### config.mk
export PLATFORM = sky130hd
export DESIGN_NAME = tpu_ctrl_flat
export DESIGN_NICKNAME = d
export VERILOG_FILES = /design/src/rtl/tpu_pkg.sv /design/src/rtl/tpu_ctrl_if.sv /design/src/rtl/tpu_addr_decode.sv /design/src/rtl/tpu_ctrl.sv /design/src/flat_wrapper.sv
export SDC_FILE = /design/constraint.sdc
export NUM_CORES = 1
export LEC_CHECK = 0
export CORE_UTILIZATION = 41
export DETAILED_ROUTE_END_ITERATION = 10
export PLACE_DENSITY = 0.8
export SETUP_SLACK_MARGIN = 0.15
export SKIP_LAST_GASP = 1
export SYNTH_ARGS = -nofsm -noshare
export SYNTH_HDL_FRONTEND = slang
export SYNTH_SLANG_ARGS = --single-unit
### constraint.sdc
create_clock -name clk -period 2.9 [get_ports clk]
set_clock_uncertainty 0.15 [all_clocks]
set_input_delay 0.435 -clock clk [delete_from_list [all_inputs] [get_ports clk]]
set_output_delay 0.435 -clock clk [all_outputs]
set_load 0.02 [all_outputs]
### src/rtl/tpu_pkg.sv
// Shared constants and types for the TPU host-access controller.
package tpu_pkg;

  localparam int unsigned DIM    = 8;
  localparam int unsigned ADDRW  = 16;
  localparam int unsigned DATAW  = 64;
  localparam int unsigned BITS_C = 16;

  localparam int unsigned ROWW           = $clog2(DIM);
  localparam int unsigned COMPUTE_CYCLES = 3 * DIM - 2;
  localparam int unsigned CNTW           = $clog2(3 * DIM);

  typedef enum logic [1:0] {
    ST_IDLE    = 2'd0,
    ST_COMPUTE = 2'd1,
    ST_DONE    = 2'd2
  } state_e;

  localparam logic [7:0] REGION_A    = 8'h01;
  localparam logic [7:0] REGION_B    = 8'h02;
  localparam logic [7:0] REGION_C    = 8'h03;
  localparam logic [7:0] REGION_CTRL = 8'h04;

endpackage

### src/rtl/tpu_ctrl_if.sv
// Host access port plus memory/array control strobes of the TPU controller.
interface tpu_ctrl_if
  import tpu_pkg::*;
();

  logic             req;
  logic             r_w;
  logic [ADDRW-1:0] addr;
  logic [DATAW-1:0] dataIn;

  logic             ready;
  logic             rd_valid;
  logic             err;
  logic             done;
  logic             busy;
  logic [DATAW-1:0] wdata;
  logic             a_wr_en;
  logic [ROWW-1:0]  a_row;
  logic             b_en;
  logic             mult_en;
  logic             c_wr_en;
  logic [ROWW-1:0]  c_row;
  logic             c_half;

  modport master (
    output req, r_w, addr, dataIn,
    input  ready, rd_valid, err, done, busy, wdata,
    input  a_wr_en, a_row, b_en, mult_en, c_wr_en, c_row, c_half
  );

  modport slave (
    input  req, r_w, addr, dataIn,
    output ready, rd_valid, err, done, busy, wdata,
    output a_wr_en, a_row, b_en, mult_en, c_wr_en, c_row, c_half
  );

endinterface

### src/rtl/tpu_addr_decode.sv
// Combinational host address decode: region hits, row/half fields and range errors.
module tpu_addr_decode
  import tpu_pkg::*;
(
  input  logic [ADDRW-1:3] addr_i,
  output logic             hit_a_c_o,
  output logic             hit_b_c_o,
  output logic             hit_c_c_o,
  output logic             hit_ctrl_c_o,
  output logic [ROWW-1:0]  ab_row_c_o,
  output logic [ROWW-1:0]  c_row_c_o,
  output logic             c_half_c_o,
  output logic             ab_oor_c_o,
  output logic             c_oor_c_o
);

  logic [7:0] region;

  assign region       = addr_i[15:8];
  assign hit_a_c_o    = (region == REGION_A);
  assign hit_b_c_o    = (region == REGION_B);
  assign hit_c_c_o    = (region == REGION_C);
  assign hit_ctrl_c_o = (region == REGION_CTRL);

  // A/B rows are 8-byte words; C rows are two words with addr[3] picking the half.
  assign ab_row_c_o = addr_i[3 +: ROWW];
  assign c_row_c_o  = addr_i[4 +: ROWW];
  assign c_half_c_o = addr_i[3];

  assign ab_oor_c_o = (32'(addr_i[7:3]) >= DIM);
  assign c_oor_c_o  = (32'(addr_i[7:4]) >= DIM);

endmodule

### src/rtl/tpu_ctrl.sv
// TPU controller: decodes host accesses into memory strobes and sequences one
// systolic multiply (IDLE -> COMPUTE -> DONE) per control-region write.
module tpu_ctrl
  import tpu_pkg::*;
(
  input  logic      clk,
  input  logic      rst_n,
  tpu_ctrl_if.slave bus
);

  state_e           state_q, state_d;
  logic [CNTW-1:0]  cnt_q, cnt_d;
  logic [DATAW-1:0] wdata_q, wdata_d;
  logic [ROWW-1:0]  a_row_q, a_row_d;
  logic [ROWW-1:0]  c_row_q, c_row_d;
  logic             c_half_q, c_half_d;
  logic             a_wr_q, a_wr_d;
  logic             b_wr_d;
  logic             c_wr_q, c_wr_d;
  logic             rd_valid_q, rd_valid_d;
  logic             err_q, err_d;
  logic             b_en_q, mult_en_q, busy_q, done_q;

  logic             hit_a, hit_b, hit_c, hit_ctrl;
  logic             ab_oor, c_oor, dec_c_half;
  logic [ROWW-1:0]  dec_ab_row, dec_c_row;
  logic             unused_addr_lsb;

  assign unused_addr_lsb = ^bus.addr[2:0];

  tpu_addr_decode u_dec (
    .addr_i       (bus.addr[ADDRW-1:3]),
    .hit_a_c_o    (hit_a),
    .hit_b_c_o    (hit_b),
    .hit_c_c_o    (hit_c),
    .hit_ctrl_c_o (hit_ctrl),
    .ab_row_c_o   (dec_ab_row),
    .c_row_c_o    (dec_c_row),
    .c_half_c_o   (dec_c_half),
    .ab_oor_c_o   (ab_oor),
    .c_oor_c_o    (c_oor)
  );

  // Host accesses are only accepted while idle, so ready is a pure state decode.
  assign bus.ready = (state_q == ST_IDLE);

  always_comb begin
    state_d    = state_q;
    cnt_d      = cnt_q;
    wdata_d    = wdata_q;
    a_row_d    = a_row_q;
    c_row_d    = c_row_q;
    c_half_d   = c_half_q;
    a_wr_d     = 1'b0;
    b_wr_d     = 1'b0;
    c_wr_d     = 1'b0;
    rd_valid_d = 1'b0;
    err_d      = 1'b0;

    case (state_q)
      ST_IDLE: begin
        if (bus.req) begin
          if (hit_a && bus.r_w && !ab_oor) begin
            a_wr_d  = 1'b1;
            a_row_d = dec_ab_row;
            wdata_d = bus.dataIn;
          end else if (hit_b && bus.r_w && !ab_oor) begin
            b_wr_d  = 1'b1;
            wdata_d = bus.dataIn;
          end else if (hit_c && !c_oor) begin
            c_row_d  = dec_c_row;
            c_half_d = dec_c_half;
            if (bus.r_w) begin
              c_wr_d  = 1'b1;
              wdata_d = bus.dataIn;
            end else begin
              rd_valid_d = 1'b1;
            end
          end else if (hit_ctrl && bus.r_w) begin
            state_d = ST_COMPUTE;
            cnt_d   = '0;
          end else begin
            err_d = 1'b1;
          end
        end
      end
      ST_COMPUTE: begin
        // Counter stops at the last compute cycle, so it can never wrap.
        if (cnt_q == CNTW'(COMPUTE_CYCLES - 1)) begin
          state_d = ST_DONE;
        end else begin
          cnt_d = cnt_q + CNTW'(1);
        end
      end
      ST_DONE: begin
        state_d = ST_IDLE;
      end
      default: begin
        state_d = ST_IDLE;
      end
    endcase
  end

  // Status outputs are registered from next-state so they align with the state.
  always_ff @(posedge clk or negedge rst_n) begin
    if (!rst_n) begin
      state_q    <= ST_IDLE;
      cnt_q      <= '0;
      wdata_q    <= '0;
      a_row_q    <= '0;
      c_row_q    <= '0;
      c_half_q   <= 1'b0;
      a_wr_q     <= 1'b0;
      c_wr_q     <= 1'b0;
      rd_valid_q <= 1'b0;
      err_q      <= 1'b0;
      b_en_q     <= 1'b0;
      mult_en_q  <= 1'b0;
      busy_q     <= 1'b0;
      done_q     <= 1'b0;
    end else begin
      state_q    <= state_d;
      cnt_q      <= cnt_d;
      wdata_q    <= wdata_d;
      a_row_q    <= a_row_d;
      c_row_q    <= c_row_d;
      c_half_q   <= c_half_d;
      a_wr_q     <= a_wr_d;
      c_wr_q     <= c_wr_d;
      rd_valid_q <= rd_valid_d;
      err_q      <= err_d;
      b_en_q     <= b_wr_d | (state_d == ST_COMPUTE);
      mult_en_q  <= (state_d == ST_COMPUTE);
      busy_q     <= (state_d != ST_IDLE);
      done_q     <= (state_d == ST_DONE);
    end
  end

  assign bus.wdata    = wdata_q;
  assign bus.a_wr_en  = a_wr_q;
  assign bus.a_row    = a_row_q;
  assign bus.b_en     = b_en_q;
  assign bus.mult_en  = mult_en_q;
  assign bus.c_wr_en  = c_wr_q;
  assign bus.c_row    = c_row_q;
  assign bus.c_half   = c_half_q;
  assign bus.rd_valid = rd_valid_q;
  assign bus.err      = err_q;
  assign bus.done     = done_q;
  assign bus.busy     = busy_q;

endmodule

### src/flat_wrapper.sv
// flat-port wrapper written by rule: the top's interface ports become plain ports
module tpu_ctrl_flat import tpu_pkg::*;
  (clk, rst_n, bus_req, bus_r_w, bus_addr, bus_dataIn, bus_ready, bus_rd_valid, bus_err, bus_done, bus_busy, bus_wdata, bus_a_wr_en, bus_a_row, bus_b_en, bus_mult_en, bus_c_wr_en, bus_c_row, bus_c_half);
  tpu_ctrl_if bus_i ();
  input  logic clk;
  input  logic rst_n;
  input wire logic [$bits(bus_i.req)-1:0] bus_req;
  input wire logic [$bits(bus_i.r_w)-1:0] bus_r_w;
  input wire logic [$bits(bus_i.addr)-1:0] bus_addr;
  input wire logic [$bits(bus_i.dataIn)-1:0] bus_dataIn;
  output wire logic [$bits(bus_i.ready)-1:0] bus_ready;
  output wire logic [$bits(bus_i.rd_valid)-1:0] bus_rd_valid;
  output wire logic [$bits(bus_i.err)-1:0] bus_err;
  output wire logic [$bits(bus_i.done)-1:0] bus_done;
  output wire logic [$bits(bus_i.busy)-1:0] bus_busy;
  output wire logic [$bits(bus_i.wdata)-1:0] bus_wdata;
  output wire logic [$bits(bus_i.a_wr_en)-1:0] bus_a_wr_en;
  output wire logic [$bits(bus_i.a_row)-1:0] bus_a_row;
  output wire logic [$bits(bus_i.b_en)-1:0] bus_b_en;
  output wire logic [$bits(bus_i.mult_en)-1:0] bus_mult_en;
  output wire logic [$bits(bus_i.c_wr_en)-1:0] bus_c_wr_en;
  output wire logic [$bits(bus_i.c_row)-1:0] bus_c_row;
  output wire logic [$bits(bus_i.c_half)-1:0] bus_c_half;
  assign bus_i.req = bus_req;
  assign bus_i.r_w = bus_r_w;
  assign bus_i.addr = bus_addr;
  assign bus_i.dataIn = bus_dataIn;
  assign bus_ready = bus_i.ready;
  assign bus_rd_valid = bus_i.rd_valid;
  assign bus_err = bus_i.err;
  assign bus_done = bus_i.done;
  assign bus_busy = bus_i.busy;
  assign bus_wdata = bus_i.wdata;
  assign bus_a_wr_en = bus_i.a_wr_en;
  assign bus_a_row = bus_i.a_row;
  assign bus_b_en = bus_i.b_en;
  assign bus_mult_en = bus_i.mult_en;
  assign bus_c_wr_en = bus_i.c_wr_en;
  assign bus_c_row = bus_i.c_row;
  assign bus_c_half = bus_i.c_half;
  tpu_ctrl u_core (.clk(clk), .rst_n(rst_n), .bus(bus_i));
endmodule
# Word-level counts from Yosys, hierarchy flattened
# Index checks and enable logic that the tools add are counted.
[word_totals]
ff_bits = 86
latchBits = 0
ramBits = 0
romBits = 0
elab_cells = 94
memories = 0
[op_classes]
add_sub_neg = 1
n_mul = 0
div_mod_pow = 0
magnitude_cmp = 2
n_eq_ne = 14
shifts = 0
muxes = 43
bitwise = 3
n_reduce_logical = 17
[op_table]
columns = ["operator", "count"]
rows = [
  ["$mux 64", 4],
  ["$mux 5", 6],
  ["$mux 1", 25],
  ["$eq 8x2->1 const B", 2],
  ["$mux 2", 6],
  ["$ne 2x2->1 const B", 5],
  ["$pmux 5 s2", 1],
  ["$eq 8x1->1 const B", 1],
  ["$eq 8x3->1 const B", 1],
  ["$reduce_and 7->1", 1],
  ["$logic_and 1x1->1", 6],
  ["$reduce_bool 3->1", 2],
  ["$add 5x1->5 const B", 1],
  ["$eq 5x5->1 const B", 1],
  ["$ge 5x4->1 const B", 1],
  ["$reduce_and 5->1", 1],
  ["$eq 2x1->1 const B", 2],
  ["$ge 4x4->1 const B", 1],
  ["$pmux 2 s2", 1],
  ["$reduce_and 4->1", 1],
  ["$reduce_bool 2->1", 2],
  ["$reduce_and 3->1", 1],
  ["$eq 2x2->1 const B", 1],
  ["$logic_not 1->1", 2],
  ["other kinds (4)", 5],
]

# Longest topological paths before layout
# Gate-level depths: netlist of run 1.
[depth]
depth_word = 10
depth_mapped = 6

# Hierarchy
# From an unflattened synthesis of run 1, not the netlist that was laid out.
[hier_totals]
hier_cells = 226
area_unflattened_um2 = 3672.3
[modules_own_cells]
columns = ["mod", "n_inst", "cells_each", "area_per_inst_um2", "seq_area_each_um2"]
rows = [
  ["tpu_ctrl", 1, 210, 3550.9, 2152.1],
  ["tpu_addr_decode", 1, 16, 121.4, 0.0],
]

# Least setup slack after synthesis of run 1
# OpenSTA, ideal clock, no wires.
[synth_timing]
kind = "input to register"
start = "input port bus_addr[13]"
end = "register u_core.wdata_q[44] (netlist: u_core.bus.wdata[44])"
setup_time_ns = 0.125
t_arrival_ns = 2.041
required_time_ns = 2.625
setup_slack_ns = 0.584
stages = 5
n_path_buf = 1
cell_sequence = "or4_4 > nor4_4 > nand3_4 > buf_6 > mux2_4"
[synth_via]
elab_chain_len = 5
[synth_rtl]
columns = ["item", "line", "source"]
rows = [
  ["from (decl)", "flat_wrapper.sv:9", "input wire logic [$bits(bus_i.addr)-1:0] bus_addr;"],
  ["$eq 8x2->1 / $eq 8x1->1 (equally long branches)", "tpu_addr_decode.sv:21, tpu_addr_decode.sv:20", ""],
  ["$logic_and 1x1->1 (on tied branches) (2 in a row)", "tpu_ctrl.sv:67, tpu_ctrl.sv:63", ""],
  ["$reduce_bool 3->1 (no source line) / $mux 64 (equally long branches)", "n/a", ""],
  ["$reduce_and 4->1 (no source line) / $mux 64 (equally long branches)", "n/a", ""],
  ["to (signal assigned)", "tpu_ctrl.sv:124", "wdata_q <= wdata_d;"],
  ["to (decl)", "tpu_ctrl.sv:13", "logic [DATAW-1:0] wdata_q, wdata_d;"],
]
# Several ways; a longest one is shown, not always the timed one.
# A chain may end at the register's enable or synchronous reset.

# Worst setup path in the final report of run 1
[layout_timing]
start = "input port bus_addr[13]"
end = "register u_core.a_row_q[0] (netlist: u_core.bus.a_row[0])"
[layout_via]
elab_chain_len = 4
[layout_rtl]
columns = ["item", "line", "source"]
rows = [
  ["$eq 8x1->1", "tpu_addr_decode.sv:20", "assign hit_a_c_o = (region == REGION_A);"],
  ["$logic_and 1x1->1 (2 in a row)", "tpu_ctrl.sv:63", "if (hit_a && bus.r_w && !ab_oor) begin"],
  ["$reduce_and 3->1 (no source line)", "n/a", ""],
  ["to (signal assigned)", "tpu_ctrl.sv:125", "a_row_q <= a_row_d;"],
  ["to (decl)", "tpu_ctrl.sv:14", "logic [ROWW-1:0] a_row_q, a_row_d;"],
]
# Every way passes these cells.

==> impl_metrics.env, run 1 <==
export IMPL_max_clock_freq_mhz=422
export IMPL_end_kind="flip-flop"
export IMPL_max_cap_violations=0
export IMPL_power_density_nw_per_um2=400
export IMPL_rsz0062_at_grt="no"
export IMPL_synth_area_leaders="dfrtp_1 (63%), mux2_2 (20%), mux2_4 (4.4%)"
export IMPL_viasPerCell=4.76
export IMPL_reg2reg_depth=4
export IMPL_rows=33
export IMPL_cts_tree="yes"
export IMPL_antenna_found_initial=0
export IMPL_pwr_share_seq_pct=57.2
export IMPL_hold_path_depth=1
export IMPL_cp_max_fo=3
export IMPL_dieArea_sq_um=8770
export IMPL_crit_arrival_ns=2.44
export IMPL_hold_violations=0
export IMPL_cts_root_buf="clkbuf_8"
export IMPL_tns_ns=0
export IMPL_whs_ns=0.330
export IMPL_finalCritPeriodShare_pct=81.7
export IMPL_combPwrFrac_pct=10.4
export IMPL_min_from="u_core.cnt_q[4]"
export IMPL_clkLatencyLatePin_ns=0.34
export IMPL_r2r_slack_ns=0.67
export IMPL_crit_required_ns=2.97
export IMPL_synth_warnings=0
export IMPL_grt_pass1_vias=2443
export IMPL_yosysSeqAreaShare_pct=62.5
export IMPL_die_y_um=93.6
export IMPL_p_int_uw=1660
export IMPL_synth_fp_nets=309
export IMPL_synth_flop_cell="dfrtp_1"
export IMPL_drtAntennaViolNets=0
export IMPL_switchingPower_uw=481
export IMPL_cp_cell_sequence="clkdlybuf4s50_1 -> or4_4 -> nor4_4 -> nor4b_4 -> mux2_2"
export IMPL_drive_above_1_share_pct=24.6
export IMPL_synthCells=223
export IMPL_slowest_stage="or4_4"
export IMPL_synth_area_per_cell_sq_um=15.4
export IMPL_worstHoldEndpoint="u_core.cnt_q[4]"
export IMPL_yosys_cell_count_top_type="dfrtp_1"
export IMPL_wl_um=7370
export IMPL_wl_per_cell_um=14.7
export IMPL_worst_pin_slew_ns=0.585
export IMPL_worstHoldPathType="flip-flop to flip-flop"
export IMPL_setup_violations=0
export IMPL_area_growth_pct=55.1
export IMPL_path_clk_slew_ns=0.08
export IMPL_r2r_end="u_core.bus.a_row[0]"
export IMPL_cp_slowest_stage_delay_ns=0.56
export IMPL_gp_congestion=0.751
export IMPL_start_util_pct=42.1
export IMPL_p_clk_share_pct=32.4
export IMPL_cts_buffer_depth=2
export IMPL_synth_edf_count=0
export IMPL_ys_types=30
export IMPL_leakage_uw=0.00253
export IMPL_dr_pass1_iters=4
export IMPL_crit_type="input port to flip-flop"
export IMPL_num_antenna_cells=0
export IMPL_yosysTopAreaCell="dfrtp_1"
export IMPL_io_pins=164
export IMPL_synthTopCellsByCount="dfrtp_1 (86), mux2_2 (61), mux2_4 (10), nand3_1 (10), nor2_1 (8)"
export IMPL_post_cts_setup_buffers=0
export IMPL_cts_buffers=9
export IMPL_cts_sinks=86
export IMPL_fin_crit_ns=2.37
export IMPL_final_fill_count=612
export IMPL_p_sw_share_pct=22.5
export IMPL_slew_violations=0
export IMPL_drtIter0Drc=65
export IMPL_synth_top_area_share_pct=62.5
export IMPL_num_vias=2393
export IMPL_nets=480
export IMPL_cts_resized=0
export IMPL_die_w_um=93.6
export IMPL_synth_area_sq_um=3440
export IMPL_numPortBuffers=160
export IMPL_status="finished, final reports clean"
export IMPL_async_flop_share_pct=100
export IMPL_dp_hpwl_um=5580
export IMPL_grt_max_degree=49
export IMPL_ys_ff_latch=86
export IMPL_grt_total_usage_pct=17.5
export IMPL_total_power_uw=2140
export IMPL_worstReg2RegStart="u_core.state_q[0]"
export IMPL_grt_pass1_wl_um=11700
export IMPL_cp_buffers_inverters=1
export IMPL_globalRouteOverflowTotal=0
export IMPL_holdBufCountCts=1
export IMPL_drc_errors=0
export IMPL_critical_path_top_delay_family="simple AND/OR/NAND/NOR gates"
export IMPL_peakVddDrop_mv=0.198
export IMPL_htree_levels=3
export IMPL_cp_start_kind="input port"
export IMPL_max_slew_margin_pct=61.0
export IMPL_design_core_area_sq_um=8180
-- worst register-to-register path, delay by kind of cell (launching register included) --
family           cells  cell delay (ns)
DFF                  1             0.41
and+or+nand+nor      3             1.18
muxes                1             0.37
-- stage by stage --
stage	std cells	worst slack (ns)	utilization [%]	instance area, sq um
global route	503	0.444	65.3	5340
CTS	503	0.511	65.3	5340
finish	503	0.530	65.3	5340
floorplan	223	0.584	-	3440
global placement	487	0.166	63.3	5170
detailed placement	487	0.141	63.3	5170
-- power by group through the flow --
stage | registers, uW | clock network (uW) | logic (uW)
final | 1220 | 692 | 223
after global routing | 1220 | 766 | 242
after CTS | 1220 | 716 | 227
after detailed placement | 1250 | 0 | 225
after global placement | 1250 | 0 | 222
after floorplan | 1260 | 0 | 31.7
-- logic make-up after synthesis --
| group | Yosys count | synth area share [%] |
|---|---|---|
| compound gates | 11 | 2.00 |
| mux | 71 | 24.3 |
| simple gates | 39 | 7.42 |
| fa+ha+maj | 3 | 1.02 |
| buf+inv | 13 | 2.73 |
| flops | 86 | 62.5 |
-- how the worst max path moves through the flow --
stage          cells past startpoint  slack, ns                    to          from
2_1_floorplan                      5       0.58  u_core.bus.wdata[44]  bus_addr[13]
5_1_grt                            5       0.44   u_core.bus.a_row[0]  bus_addr[12]
4_1_cts                            5       0.51   u_core.bus.a_row[0]  bus_addr[13]
3_5_place_dp                       5       0.14   u_core.bus.a_row[0]  bus_addr[13]
3_3_place_gp                       5       0.17   u_core.bus.a_row[0]  bus_addr[13]
6_report                           5       0.53   u_core.bus.a_row[0]  bus_addr[13]
-- per-layer routing --
metal	wire (um)	vias up	part of all wire, %	global-route usage, %
li1	-	1138	-	-
met1	3070	1159	42	21.1
met2	3790	87	51	30.5
met3	422	9	5.7	3.50
met4	93	0	1.3	6.92
met5	0	-	0	0
-- final cells by class --
cell class | count | area, sq um | area share (%)
repair buffers | 168 | 1690 | 31.6
inverters | 5 | 18.8 | 0.351
clock inverters | 5 | 27.5 | 0.515
clock buffers | 10 | 128 | 2.39
multi-input cells | 124 | 1200 | 22.4
flip-flops and latches | 86 | 2150 | 40.3
well taps | 105 | 131 | 2.46
-- flip-flops by register name, indices dropped and copies added (netlist names), 2 cells and up --
register / flops
u_core.bus.a_row: 3
u_core.bus.c_row: 3
u_core.bus.wdata: 64
u_core.cnt_q: 5
u_core.state_q: 2
-- placed cells by master (no fill, tap or decap), drive strengths merged, types with 2 or more instances in the layout --
master / synthesis / layout
clkdlybuf4s50: 0 / 159
buf: 6 / 8
mux2: 71 / 71
a31oi: 2 / 2
or4: 3 / 3
nor3: 2 / 2
nor4b: 2 / 2
nor2: 8 / 8
nor2b: 2 / 2
inv: 5 / 5
clkinv: 0 / 4
ha: 2 / 2
clkbuf: 2 / 10
nand2: 6 / 6
o21ai: 5 / 5
dfrtp: 86 / 86
nand3: 11 / 11
Power figures use the tool's default switching activity.
==> inputs of run 2 (changes only) <==
Settings changed: CORE_UTILIZATION 41 to 37, PLACE_DENSITY 0.8 to 0.77.
Clock period 2.9 ns to 2.1 ns, I/O delays scaled along.
==> impl_metrics.env, run 2 (synthesis gave the netlist of run 1 again) <==
export IMPL_status="finished, violations left"
export IMPL_violations="DRC"
export IMPL_area_growth_pct=61.6
export IMPL_min_from="u_core.cnt_q[4]"
export IMPL_hold_path_depth=1
export IMPL_p_sw_share_pct=22.8
export IMPL_finalCritPeriodShare_pct=99.3
export IMPL_cts_tree="yes"
export IMPL_max_clock_freq_mhz=479
export IMPL_reg2reg_depth=4
export IMPL_design_core_area_sq_um=8850
export IMPL_worst_pin_slew_ns=0.466
export IMPL_cp_max_fo=3
export IMPL_final_cell_area_sq_um=5560
export IMPL_p_clk_share_pct=36.2
export IMPL_dp_hpwl_um=5650
export IMPL_dr_pass1_iters=10
export IMPL_drtIter0Drc=63
export IMPL_p_int_uw=2430
export IMPL_pwr_share_seq_pct=53.5
export IMPL_crit_type="input port to flip-flop"
export IMPL_cp_start_kind="input port"
export IMPL_peakVddDrop_mv=0.256
export IMPL_num_antenna_cells=0
export IMPL_layout_commonest_cell="clkdlybuf4s50_1"
export IMPL_rows=34
export IMPL_drive_above_1_share_pct=29.4
export IMPL_cts_buffers=9
export IMPL_num_vias=2491
export IMPL_grt_pass1_wl_um=13500
export IMPL_numPortBuffers=160
export IMPL_wl_per_cell_um=15.4
export IMPL_drc_errors=13
export IMPL_worstHoldPathType="flip-flop to flip-flop"
export IMPL_path_clk_slew_ns=0.08
export IMPL_r2r_end="u_core.bus.a_row[1]"
export IMPL_hold_violations=0
export IMPL_r2r_slack_ns=0.06
export IMPL_whs_ns=0.339
export IMPL_drtAntennaViolNets=0
export IMPL_worstReg2RegStart="u_core.state_q[0]"
export IMPL_dpl_cell_area_sq_um=5250
export IMPL_combPwrFrac_pct=10.3
export IMPL_cts_sinks=86
export IMPL_cts_root_buf="clkbuf_8"
export IMPL_max_cap_violations=0
export IMPL_leakage_uw=0.00263
export IMPL_htree_levels=3
export IMPL_antenna_found_initial=0
export IMPL_fin_util_pct=62.9
export IMPL_power_density_nw_per_um2=567
export IMPL_clkLatencyLatePin_ns=0.35
export IMPL_gp_congestion=0.741
export IMPL_grt_total_usage_pct=17.8
export IMPL_start_util_pct=38.9
export IMPL_rsz0062_at_grt="yes"
export IMPL_worstHoldEndpoint="u_core.cnt_q[4]"
export IMPL_largest_reg_flops=64
export IMPL_die_y_um=98.5
export IMPL_switchingPower_uw=719
export IMPL_grt_pass1_vias=2721
export IMPL_globalRouteOverflowTotal=0
export IMPL_fin_crit_ns=2.09
export IMPL_cts_buffer_depth=2
export IMPL_max_slew_margin_pct=68.9
export IMPL_grt_max_degree=87
export IMPL_dieArea_sq_um=9690
export IMPL_nets=492
export IMPL_end_kind="flip-flop"
export IMPL_total_power_uw=3150
export IMPL_wl_um=8020
export IMPL_setup_violations=0
export IMPL_viasPerCell=4.80
export IMPL_crit_arrival_ns=2.17
export IMPL_crit_required_ns=2.19
export IMPL_slew_violations=0
export IMPL_die_w_um=98.5
export IMPL_io_pins=164
export IMPL_final_cell_mix="clkdlybuf4s50_1 (154), dfrtp_1 (86), mux2_2 (58)"
run 2: cell count changes in the layout (fill, tap and decap cells not counted), moves of 2 or more:
cell             delta
nand3_2             +3
clkdlybuf4s50_1     -5
mux2_2              -3
clkdlybuf4s15_1     +2
dlygate4sd2_1       +3
buf_6               +3
clkinv_2            -3
mux2_4              +3
buf_4               +8
nand3_1             -4
run 2: cell type report:
type / count / area, sq um
inverters: 5 / 18.8
flip-flops and latches: 86 / 2150
clock buffers: 11 / 131
clock inverters: 5 / 58.8
fillers: 701 / 3290
multi-input cells: 124 / 1270
repair buffers: 180 / 1800
well taps: 108 / 135
run 2: how the worst max path moves through the flow:
stage | cells past startpoint | slack [ns] | end | from
floorplan | 5 | -0.1 | u_core.bus.wdata[44] | bus_addr[13]
global placement | 5 | -0.50 | u_core.bus.a_row[1] | bus_addr[13]
detailed placement | 5 | -0.54 | u_core.bus.a_row[2] | bus_addr[13]
CTS | 4 | -0.08 | u_core.bus.a_row[2] | u_core.state_q[0]
global route | 5 | -0.01 | u_core.bus.a_row[2] | bus_addr[15]
finish | 5 | 0.01 | u_core.bus.a_row[1] | bus_addr[15]
run 2: routing by layer:
layer	global-route usage, %	part of all wire (%)	vias up
met2	30.7	51	100
met4	8.27	1.8	0
met5	0	0	-
li1	-	-	1154
met1	21.0	39	1221
met3	4.68	7.3	16
run 2: power groups by stage:
| stage | logic, uW | clock network [uW] | registers (uW) |
|---|---|---|---|
| after global routing | 350 | 1270 | 1690 |
| after CTS | 327 | 1190 | 1690 |
| after floorplan | 44.6 | 0 | 1750 |
| final | 324 | 1140 | 1690 |
| after detailed placement | 323 | 0 | 1720 |
| after global placement | 319 | 0 | 1720 |
run 2: worst max-delay path, stage by stage:
cell	delay, ns
dlygate4sd2_1	0.23
or4_4	0.51
nor4_4	0.38
nor4b_4	0.39
mux2_4	0.33
run 2: timing repair:
action / 4_1_cts / 5_1_grt
pin swaps: 6 / 3
setup endpoints to repair: 82 / 82
buffers inserted: 4 / 1
hold buffers: 1 / 0
gates resized for setup: 18 / 7
endpoints found under the hold margin: 86 / 0
gates cloned: 0 / 0
run 2: through the flow:
stage          std cells  setup WS [ns]  setup TNS, ns
4_1_cts              518        -0.0796         -0.751
5_1_grt              519        -0.0112        -0.0275
3_5_place_dp         497         -0.541         -36.53
2_1_floorplan        223        -0.0958          -3.64
6_report             519         0.0139              0
3_3_place_gp         497         -0.503         -35.59
==> inputs of run 3 (changes only) <==
Settings changed: MAX_ROUTING_LAYER set to met4, SLEW_MARGIN set to 20.
==> impl_metrics.env, run 3 (synthesis gave the netlist of run 1 again) <==
export IMPL_grt_pass1_wl_um=13500
export IMPL_peakVddDrop_mv=0.256
export IMPL_cts_tree="yes"
export IMPL_dpl_cell_area_sq_um=5250
export IMPL_rsz0062_at_grt="yes"
export IMPL_path_clk_slew_ns=0.08
export IMPL_wl_um=8010
export IMPL_tns_ns=0
export IMPL_instances_no_fill=519
export IMPL_clkLatencyLatePin_ns=0.35
export IMPL_worstReg2RegStart="u_core.state_q[0]"
export IMPL_max_cap_violations=0
export IMPL_crit_type="input port to flip-flop"
export IMPL_cts_buffers=9
export IMPL_power_density_nw_per_um2=568
export IMPL_cp_start_kind="input port"
export IMPL_worstHoldPathType="flip-flop to flip-flop"
export IMPL_status="finished, violations left"
export IMPL_start_util_pct=38.9
export IMPL_num_antenna_cells=0
export IMPL_drtAntennaViolNets=0
export IMPL_gp_congestion=0.750
export IMPL_globalRouteOverflowTotal=0
export IMPL_drive_above_1_share_pct=29.4
export IMPL_worst_pin_slew_ns=0.474
export IMPL_layout_commonest_cell="clkdlybuf4s50_1"
export IMPL_hold_path_depth=1
export IMPL_rows=34
export IMPL_nets=492
export IMPL_antenna_found_initial=0
export IMPL_dr_pass1_iters=10
export IMPL_final_cell_area_sq_um=5560
export IMPL_die_y_um=98.5
export IMPL_r2r_end="u_core.bus.a_row[2]"
export IMPL_final_cell_mix="clkdlybuf4s50_1 (154), dfrtp_1 (86), mux2_2 (58)"
export IMPL_dp_cells=497
export IMPL_max_clock_freq_mhz=480
export IMPL_crit_arrival_ns=2.17
export IMPL_viasPerCell=4.81
export IMPL_fin_util_pct=62.9
export IMPL_grt_total_usage_pct=18.4
export IMPL_grt_max_degree=87
export IMPL_area_growth_pct=61.6
export IMPL_min_from="u_core.cnt_q[4]"
export IMPL_cts_buffer_depth=2
export IMPL_reg2reg_depth=4
export IMPL_drtIter0Drc=68
export IMPL_io_pins=164
export IMPL_num_vias=2494
export IMPL_r2r_slack_ns=0.06
export IMPL_leakage_uw=0.00263
export IMPL_worstHoldEndpoint="u_core.cnt_q[4]"
export IMPL_dieArea_sq_um=9690
export IMPL_cts_sinks=86
export IMPL_dp_hpwl_um=5650
export IMPL_design_core_area_sq_um=8850
export IMPL_cp_max_fo=3
export IMPL_largest_reg_flops=64
export IMPL_htree_levels=3
export IMPL_setup_violations=0
export IMPL_die_w_um=98.5
export IMPL_wl_per_cell_um=15.4
export IMPL_violations="DRC"
export IMPL_hold_violations=0
export IMPL_cts_root_buf="clkbuf_8"
export IMPL_crit_required_ns=2.19
export IMPL_end_kind="flip-flop"
export IMPL_numPortBuffers=160
export IMPL_grt_pass1_vias=2717
export IMPL_fin_crit_ns=2.08
export IMPL_slew_violations=0
export IMPL_finalCritPeriodShare_pct=99.3
export IMPL_max_slew_margin_pct=68.4
export IMPL_drc_errors=13
-- run 3: layout make-up --
class / instances / area [sq um]
Clock buffer: 11 / 131
Fill cell: 701 / 3290
Tap cell: 108 / 135
Clock inverter: 5 / 58.8
Timing Repair Buffer: 180 / 1800
Multi-Input combinational cell: 124 / 1270
Inverter: 5 / 18.8
Sequential cell: 86 / 2150
-- run 3: layer usage --
metal  vias up  GRT usage, %  share of wire [%]
met1      1220          21.1                 39
met5         -             -                  0
met4         0          7.58                2.2
met2       102          30.6                 51
met3        17          4.82                7.6
li1       1155             -                  -
-- run 3: per-stage QoR --
step | setup WS (ns) | power (uW) | hold WS (ns)
3_5_place_dp | -0.541 | 2040 | 0.243
4_1_cts | -0.0796 | 3210 | 0.335
3_3_place_gp | -0.503 | 2040 | 0.235
2_1_floorplan | -0.0958 | 1790 | -0.131
5_1_grt | -0.0121 | 3310 | 0.375
6_report | 0.0151 | 3160 | 0.337
-- run 3: where the power goes --
group,internal [uW],total [uW],switching (uW)
Sequential,1680,1690,11.4
Clock,554,1150,592
Combinational,205,324,119
Total,2430,3160,722
-- run 3: how the worst max path moves through the flow --
stage	start	depth (start not counted)	end
2_1_floorplan	bus_addr[13]	5	u_core.bus.wdata[44]
3_3_place_gp	bus_addr[13]	5	u_core.bus.a_row[1]
3_5_place_dp	bus_addr[13]	5	u_core.bus.a_row[2]
4_1_cts	u_core.state_q[0]	4	u_core.bus.a_row[2]
5_1_grt	bus_addr[15]	5	u_core.bus.a_row[2]
6_report	bus_addr[15]	5	u_core.bus.a_row[2]
-- run 3: critical path: stages --
cell,delay [ns]
dlygate4sd2_1,0.23
or4_4,0.51
nor4_4,0.38
nor4b_4,0.39
mux2_4,0.33
-- run 3: repair_timing --
| item | CTS | global route |
|---|---|---|
| endpoints found under the setup margin | 82 | 82 |
| buffers inserted | 4 | 1 |
| resized for setup | 18 | 7 |
| hold buffers | 1 | 0 |
| endpoints found under the hold margin | 86 | 0 |
| pin swaps | 6 | 3 |
